## config.mk

```make
export PLATFORM = sky130hd
export DESIGN_NAME = sipo
export DESIGN_NICKNAME = d
export VERILOG_FILES = /design/src/rtl/sipo.sv
export SDC_FILE = /design/constraint.sdc
export NUM_CORES = 1
export LEC_CHECK = 0
export BUFFER_PORTS_ARGS = -buffer_cell sky130_fd_sc_hd__clkbuf_2
export CAP_MARGIN = 0
export CORE_MARGIN = 4
export CORE_UTILIZATION = 40
export DETAILED_ROUTE_END_ITERATION = 8
export PLACE_DENSITY_LB_ADDON = 0.08
export SETUP_SLACK_MARGIN = 0.05
export SYNTH_ARGS = -nofsm -noshare
export SYNTH_HDL_FRONTEND = slang
export SYNTH_SLANG_ARGS = --single-unit
```

## constraint.sdc

```tcl
create_clock -name clk -period 4.75 [get_ports clk]
set_clock_uncertainty 0.15 [all_clocks]
set_input_delay 0.95 -clock clk [delete_from_list [all_inputs] [get_ports clk]]
set_output_delay 0.95 -clock clk [all_outputs]
set_load 0.1 [all_outputs]
```

## src/rtl/sipo.sv

```systemverilog
// Serial-in/parallel-out packer: gathers SYM_W-bit symbols MSB-first into WORD_W-bit
// words and hands each finished word to a downstream FIFO through a single holding register.
module sipo #(
    parameter int unsigned SYM_W  = 2,
    parameter int unsigned WORD_W = 16
) (
    input  logic              clk,
    input  logic              rst,
    input  logic [SYM_W-1:0]  data_serial_i,
    input  logic              valid_serial_i,
    output logic              ready_serial_o,
    input  logic              fifo_full_i,
    output logic              fifo_wr_en_o,
    output logic [WORD_W-1:0] fifo_data_o,
    output logic              drop_err_o
);

    localparam int unsigned SYMS  = WORD_W / SYM_W;
    localparam int unsigned CNT_W = (SYMS > 1) ? $clog2(SYMS) : 1;
    localparam logic [CNT_W-1:0] LAST_SYM = CNT_W'(SYMS - 1);

    logic [WORD_W-1:0] shift_reg;
    logic [CNT_W-1:0]  sym_cnt;
    logic [WORD_W-1:0] hold_reg;
    logic              hold_valid;
    logic              drop_err;

    logic              accept;
    logic              word_done;
    logic [WORD_W-1:0] assembled;

    // Stall only when the closing symbol would need a holding register that cannot drain now.
    assign ready_serial_o = !((sym_cnt == LAST_SYM) && hold_valid && fifo_full_i);
    assign fifo_wr_en_o   = hold_valid && !fifo_full_i;
    assign fifo_data_o    = hold_reg;
    assign drop_err_o     = drop_err;

    assign accept    = valid_serial_i && ready_serial_o;
    assign word_done = accept && (sym_cnt == LAST_SYM);
    assign assembled = {shift_reg[WORD_W-SYM_W-1:0], data_serial_i};

    always_ff @(posedge clk or posedge rst) begin
        if (rst) begin
            shift_reg  <= '0;
            sym_cnt    <= '0;
            hold_reg   <= '0;
            hold_valid <= 1'b0;
            drop_err   <= 1'b0;
        end else begin
            if (accept) begin
                shift_reg <= assembled;
                sym_cnt   <= word_done ? '0 : sym_cnt + CNT_W'(1);
            end
            // A word completing on the drain edge reloads the holder instead of emptying it.
            if (word_done) begin
                hold_reg   <= assembled;
                hold_valid <= 1'b1;
            end else if (fifo_wr_en_o) begin
                hold_valid <= 1'b0;
            end
            if (valid_serial_i && !ready_serial_o) begin
                drop_err <= 1'b1;
            end
        end
    end

endmodule

```

Yosys cells after proc, flatten, opt, wreduce, memory -nomap -nowiden --
Cells that the tools add are included.
Cells by class: add/subtract/negate cells 1, eq/ne operators 1, multiplexer cells 3, reductions and logical operators 9
Operator list (count):
- $logic_and A1 B1 Y1 | 6
- $add A3 B1 Y3 const B | 1
- $eq A3 B3 Y1 const B | 1
- $mux W3 | 1
- $logic_not A1 Y1 | 2
- $mux W1 | 2
- $reduce_bool A2 Y1 | 1
Word-level totals: flip-flop bits (word level) 35, input port bits 6, output and inout bits 19, logic and storage cells 19

Depth between registers and ports, before layout --
Gate-level depths: netlist (run 1).
word-level depth 7, mapped depth 6, mapped depth without buffers 5

Least setup slack after synthesis (run 1) --
OpenSTA, ideal clock, no wires.
path type input to register, start point input fifo_full_i, end point register shift_reg[0], setup time 0.125 ns, arrival time 2.307 ns, setup slack 2.168 ns, stages 4, cell sequence nand3_2 nand2_2 clkbuf_8 mux2_2
On the way: word-level cells in the longest chain between the ends 3
Ends and longest elaborated chain:
- start, declared | RTL line 12 | input logic fifo_full_i,
- $logic_and A1 B1 Y1 | RTL line 33 | assign ready_serial_o = !((sym_cnt == LAST_SYM) && hold_valid && fifo_full_i);
- $logic_not A1 Y1 | RTL line 33
- $logic_and A1 B1 Y1 | RTL line 38 | assign accept = valid_serial_i && ready_serial_o;
- end signal, assigned | RTL line 51 | shift_reg <= assembled;
- end, declared | RTL line 22 | logic [WORD_W-1:0] shift_reg;
No other way between the ends. A chain may end at the register's enable or synchronous reset.

Final worst setup path (run 1) --
start point input fifo_full_i, end point output fifo_wr_en_o
On the way: word-level cells in the longest chain between the ends 2
Ends and longest elaborated chain:
- $logic_not A1 Y1 | RTL line 34 | assign fifo_wr_en_o = hold_valid && !fifo_full_i;
- $logic_and A1 B1 Y1 | RTL line 34
- end, declared | RTL line 13 | output logic fifo_wr_en_o,
No other way between the ends.

==> key figures, run 1 <==
Outcome
  • Status: finished clean

Yosys
  • Syn Nets: 91
  • Sequential share of the synthesized area: 64.2%
  • Post-synth top flop: dfrtp_1
  • Main area contributors after synthesis: dfrtp_1 (64%), mux2_2 (26%), ha_1 (1.8%), a21oi_4 (1.2%), clkbuf_8 (1.0%)
  • Warnings, synthesis: 0
  • Number of enable flip-flop cells after synthesis: 0
  • Async SR Flop Fraction: 100%
  • Synth top area share: 64.2%
  • Yosys reg bits: 35
  • Post-synthesis average cell area: 16.4 µm²
  • Most common cell in the netlist: dfrtp_1
  • Synthesized instance count: 83
  • Cell area after synthesis: 1370 µm²
  • Synth unique cells: 14
  • Yosys top cell by area: dfrtp_1
  • List of most frequent post-synthesis cells: dfrtp_1 (35), mux2_2 (32), nand2_1 (3)

CTS
  • Worst-Skew Late Latency: 0.33 ns
  • CTS max path bufs: 2
  • # hold bufs at CTS: 0
  • Post-cts resize count: 0
  • H-tree depth: 2
  • Clock slew at reported path FFs: 0.09 ns
  • TritonCTS clock tree: done
  • Sink Count: 35
  • Post-CTS Setup Inserts: 0
  • Total CTS buffers: 5
  • CTS root buf: clkbuf_4

Layout
  • N_diodes: 0
  • Area delta synth->final: 14.6%
  • Ratio of cells with drive above 1 in the final layout: 58.9%
  • Final core utilization: 49.6%
  • Layout Nets: 121
  • Flip-flop count of the largest register, all copies and words added: 16

Detailed routing
  • Antenna viol nets, final: 0
  • Wirelength, routed: 2050 µm
  • DRT Pass-1 Iters: 3
  • Via density: 4.85
  • Routed vias: 757
  • Initial detailed-routing violation count: 20
  • Wirelength per Cell: 13.1 µm
  • DRC: 0

GRT
  • Largest net degree at the start of global routing: 36
  • First-pass GRT wire length: 3420 µm
  • Total GRT Usage: 10.8%
  • Remaining Overflow, GRT: 0
  • Vias in the first global route: 740
  • Initial antenna violation count: 0

Worst setup path
  • WS Path Type: in2out
  • Crit end category: primary output
  • CP max FO: 4
  • Critical Path AT: 1.74 ns
  • WP data required: 3.65 ns
  • Critical path's most frequent cell: clkbuf_2
  • Max stage delay on crit path: 0.44 ns
  • Slowest-stage cell, CP: clkbuf_2
  • CP Launch Type: input pin
  • WP buf/inv: 2
  • Crit path max-delay family: buffers and inverters
  • Crit path cell chain: clkbuf_2 > and2b_2 > clkbuf_2

STA
  • Tmin final: 2.84 ns
  • Hold Vio Cnt, Final: 0
  • Slew @ Worst Pin: 0.571 ns
  • Peak Freq: 352 MHz
  • Final slew viol count: 0
  • Slew HR: 61.8%
  • Setup_tns: 0 ns
  • Final period utilization: 59.8%
  • Final Setup Violations: 0
  • RSZ-0062 raised after global routing: no
  • Smallest setup slack after layout: 1.91 ns

Die
  • Core box area: 3150 µm²
  • Die area: 4410 µm²
  • Die Ht: 66.4 µm
  • Die width: 66.4 µm
  • Initial Util: 43.3%
  • Row Count: 20
  • Top-Level Pins: 25

Flow run
  • Max-Cap Viols: 0

Placed design
  • Dpl ws: 1.90 ns
  • # port buffers: 24
  • Gp weighted congestion: 0.652
  • Dpl hpwl: 1420 µm

Worst hold path
  • Hold WC Path Type: reg2reg
==> cells in the final DEF (no fill, tap or decap), drive strengths merged <==
cell type  instances
ha                 2
a21oi              2
o21bai             1
a31oi              1
mux2              32
and2b              1
nand3              1
buf                1
inv                2
dfrtp             35
nand2              4
clkbuf            30
==> worst paths after layout <==
path	slack [ns]	cells after the start	endpoint	startpoint
worst max-delay path	1.91	3	fifo_wr_en_o	fifo_full_i
worst min-delay path	0.35	1	drop_err_o$_DFFE_PP0P_	drop_err_o$_DFFE_PP0P_
worst max register to register	2.71	5	fifo_data_o[8]$_DFFE_PP0P_	sym_cnt[0]$_DFFE_PP0P_
worst min register to register	0.35	1	drop_err_o$_DFFE_PP0P_	drop_err_o$_DFFE_PP0P_
max in group asynchronous	3.62	3	fifo_data_o[6]$_DFFE_PP0P_	rst
min in group asynchronous	0.52	3	fifo_data_o[10]$_DFFE_PP0P_	rst
==> cell families after synthesis <==
family,synth area share (%)
compound gates,2.57
fa+ha+maj,1.83
buf+inv,2.38
flops,64.2
mux,26.4
simple gates,2.66
==> metal layers <==
layer	part of all wire, %	vias to the layer above	track usage [%]
li1	-	353	-
met1	45	377	12.1
met2	46	21	17.0
met3	6.5	6	5.10
met4	2.1	0	5.33
met5	0	-	0
==> stage by stage <==
step	hold slack, ns	area (µm²)	std cells
global route	0.376	1560	156
CTS	0.349	1560	156
global placement	0.312	1520	150
detailed placement	0.323	1520	150
floorplan	0.315	1370	83
finish	0.346	1560	156
==> layout make-up <==
cell class,instances,area (µm²)
fill,299,1590
sequential,35,876
multi-input combinational,44,457
timing repair buffer,25,128
tap,44,55.1
clock buffer,6,41.3
inverter,2,7.51
Power of run 1 is not shown: default switching activity piles up to over one toggle a cycle in this logic, so the estimate is an artifact.
==> inputs of run 2 (changes only) <==
ABC_AREA = 1   (was not set)
clock period = 2.85 ns   (was 4.75 ns; I/O delays follow)
==> run 2 against run 1 <==
Net effect: via count up 53%; first-iteration DRC count grew to 3.0 times the previous value; register-to-register slack lost 1.6 ns; synthesized area increased by 9.0%; worst hold slack got worse by 0.14 ns; global-route usage rose by 4.2 points; synthesized cell count increased by 90%; cell count is 47% higher; clock-buffer cell count rose by 1; wire length rose by 47%; core utilization is 0.072 points higher; critical endpoint is now ready_serial_o; highest routed layer unchanged.
==> key figures, run 2 <==
Yosys
  • Post-synthesis average cell area: 9.42 µm²
  • Warnings, synthesis: 0
  • Yosys top cell by area: dfrtp_1
  • Main area contributors after synthesis: dfrtp_1 (59%), nand2_1 (17%), nand4_1 (6.7%), nand3_1 (5.4%), buf_2 (2.4%)
  • Synth top area share: 58.9%
  • Cell area after synthesis: 1490 µm²
  • Synth unique cells: 13
  • Number of enable flip-flop cells after synthesis: 0
  • List of most frequent post-synthesis cells: nand2_1 (68), dfrtp_1 (35), nand3_1 (16), nand4_1 (16), buf_2 (7)
  • Async SR Flop Fraction: 100%
  • Syn Nets: 166
  • Synthesized instance count: 158
  • Most common cell in the netlist: nand2_1
  • Post-synth top flop: dfrtp_1
  • Sequential share of the synthesized area: 58.9%
  • Yosys reg bits: 35

Die
  • Row Count: 21
  • Die width: 69.0 µm
  • Initial Util: 42.9%
  • Die Ht: 69.0 µm
  • Top-Level Pins: 25
  • Core box area: 3470 µm²
  • Die area: 4760 µm²

Layout
  • Layout Nets: 190
  • Final core utilization: 49.7%
  • Area delta synth->final: 15.8%
  • Most common cell after layout, fill and taps aside: nand2_1
  • Final instance area: 1720 µm²
  • Most frequent cells in the layout: nand2_1 (68), dfrtp_1 (35), clkbuf_2 (24)
  • Flip-flop count of the largest register, all copies and words added: 16
  • N_diodes: 0
  • Post-Layout Cell Count: 229
  • Ratio of cells with drive above 1 in the final layout: 21.3%

CTS
  • H-tree depth: 2
  • Clock slew at reported path FFs: 0.07 ns
  • Sink Count: 35
  • Post-cts resize count: 0
  • CTS root buf: clkbuf_8
  • Total CTS buffers: 5
  • CTS max path bufs: 2
  • Worst-Skew Late Latency: 0.28 ns
  • TritonCTS clock tree: done
  • Post-CTS Setup Inserts: 0
  • # hold bufs at CTS: 0

STA
  • Slew @ Worst Pin: 0.559 ns
  • Setup_tns: 0 ns
  • Peak Freq: 391 MHz
  • Final slew viol count: 0
  • Final Setup Violations: 0
  • Final period utilization: 89.8%
  • Slew HR: 62.9%
  • Smallest setup slack after layout: 0.289 ns
  • Hold Vio Cnt, Final: 0
  • Tmin final: 2.56 ns
  • RSZ-0062 raised after global routing: no

GRT
  • Largest net degree at the start of global routing: 36
  • Vias in the first global route: 975
  • Initial antenna violation count: 0
  • First-pass GRT wire length: 5000 µm
  • Total GRT Usage: 15.0%
  • Remaining Overflow, GRT: 0

Detailed routing
  • WL met3: 171 µm
  • WL met2: 1270 µm
  • DRC: 0
  • Wirelength, routed: 3010 µm
  • Top Metal Used: met4
  • Via density: 5.04
  • DRT Pass-1 Iters: 4
  • Wirelength per Cell: 13.1 µm
  • Met1 WL: 1510 µm
  • Routed vias: 1155
  • Initial detailed-routing violation count: 60
  • Antenna viol nets, final: 0

Placed design
  • Gp weighted congestion: 0.727
  • Placed instance area: 1620 µm²
  • # port buffers: 24
  • Dpl cells: 221
  • Dpl hpwl: 2060 µm
  • Dpl ws: 0.587 ns

Worst setup path
  • Critical Path AT: 1.84 ns
  • WP data required: 2.13 ns
  • CP max FO: 19
  • Crit end category: primary output
  • WS Path Type: reg2out
  • CP Launch Type: register

Pwr
  • Worst vdd ir: 442 µV
  • Pleak: 0.957 nW
  • Power density over cell area: 1200 nW/µm²

Outcome
  • Status: finished clean

Flow run
  • Max-Cap Viols: 0

Worst hold path
  • Hold WC Path Type: in2async
[run 2: cell types whose count changed after synthesis, sizes merged]
cell    change
inv         +2
nor2        +2
buf         +9
nand4      +16
a31oi       -1
a21oi       -2
mux2       -32
nand2      +66
clkbuf      -1
nand3      +17
and2b       -1
[run 2: cell type report]
cell class,count,area (µm²)
fillers,352,1750
repair buffers,27,143
clock buffers,7,96.3
multi-input cells,109,528
well taps,46,57.6
flip-flops and latches,35,876
inverters,4,15.0
clock inverters,1,7.51
[run 2: path summary, 6_finish.rpt]
path / depth (start not counted) / slack [ns] / start / to
worst max-delay path: 4 / 0.29 / sym_cnt[0]$_DFFE_PP0P_ / ready_serial_o
worst min-delay path: 3 / 0.20 / rst / fifo_data_o[6]$_DFFE_PP0P_
worst max register to register: 6 / 1.16 / sym_cnt[0]$_DFFE_PP0P_ / fifo_data_o[8]$_DFFE_PP0P_
worst min register to register: 2 / 0.32 / fifo_data_o[3]$_DFFE_PP0P_ / fifo_data_o[3]$_DFFE_PP0P_
max in group asynchronous: 3 / 2.03 / rst / shift_reg[8]$_DFFE_PP0P_
min in group clk: 2 / 0.32 / fifo_data_o[3]$_DFFE_PP0P_ / fifo_data_o[3]$_DFFE_PP0P_
[run 2: metrics by stage]
stage / total power [mW] / hold WS [ns]
detailed placement: 1.70 / 0.309
global placement: 1.68 / 0.303
finish: 2.07 / 0.202
CTS: 2.10 / 0.218
floorplan: 1.54 / 0.292
global route: 2.18 / 0.247
[run 2: layer usage]
metal / up-vias / track usage (%)
li1: 567 / -
met1: 549 / 21.1
met2: 33 / 20.8
met3: 6 / 4.86
met4: 0 / 6.57
met5: - / 0
[run 2: cells by family after synthesis]
| group | Yosys count | synth area share, % |
|---|---|---|
| simple gates | 106 | 33.3 |
| flops | 35 | 58.9 |
| buf+inv | 14 | 5.63 |
| fa+ha+maj | 2 | 1.68 |
| compound gates | 1 | 0.505 |
[run 2: report_power, final]
part	switching [mW]	internal (mW)
Combinational	0.831	0.136
Clock	0.176	0.220
Sequential	0.0802	0.631
[run 2: critical path, cell delays in order (launching register included)]
cell      delay (ns)
dfrtp_1         0.40
ha_1            0.21
ha_1            0.22
nand3_4         0.22
clkbuf_2        0.50
Power figures use the tool's default switching activity.
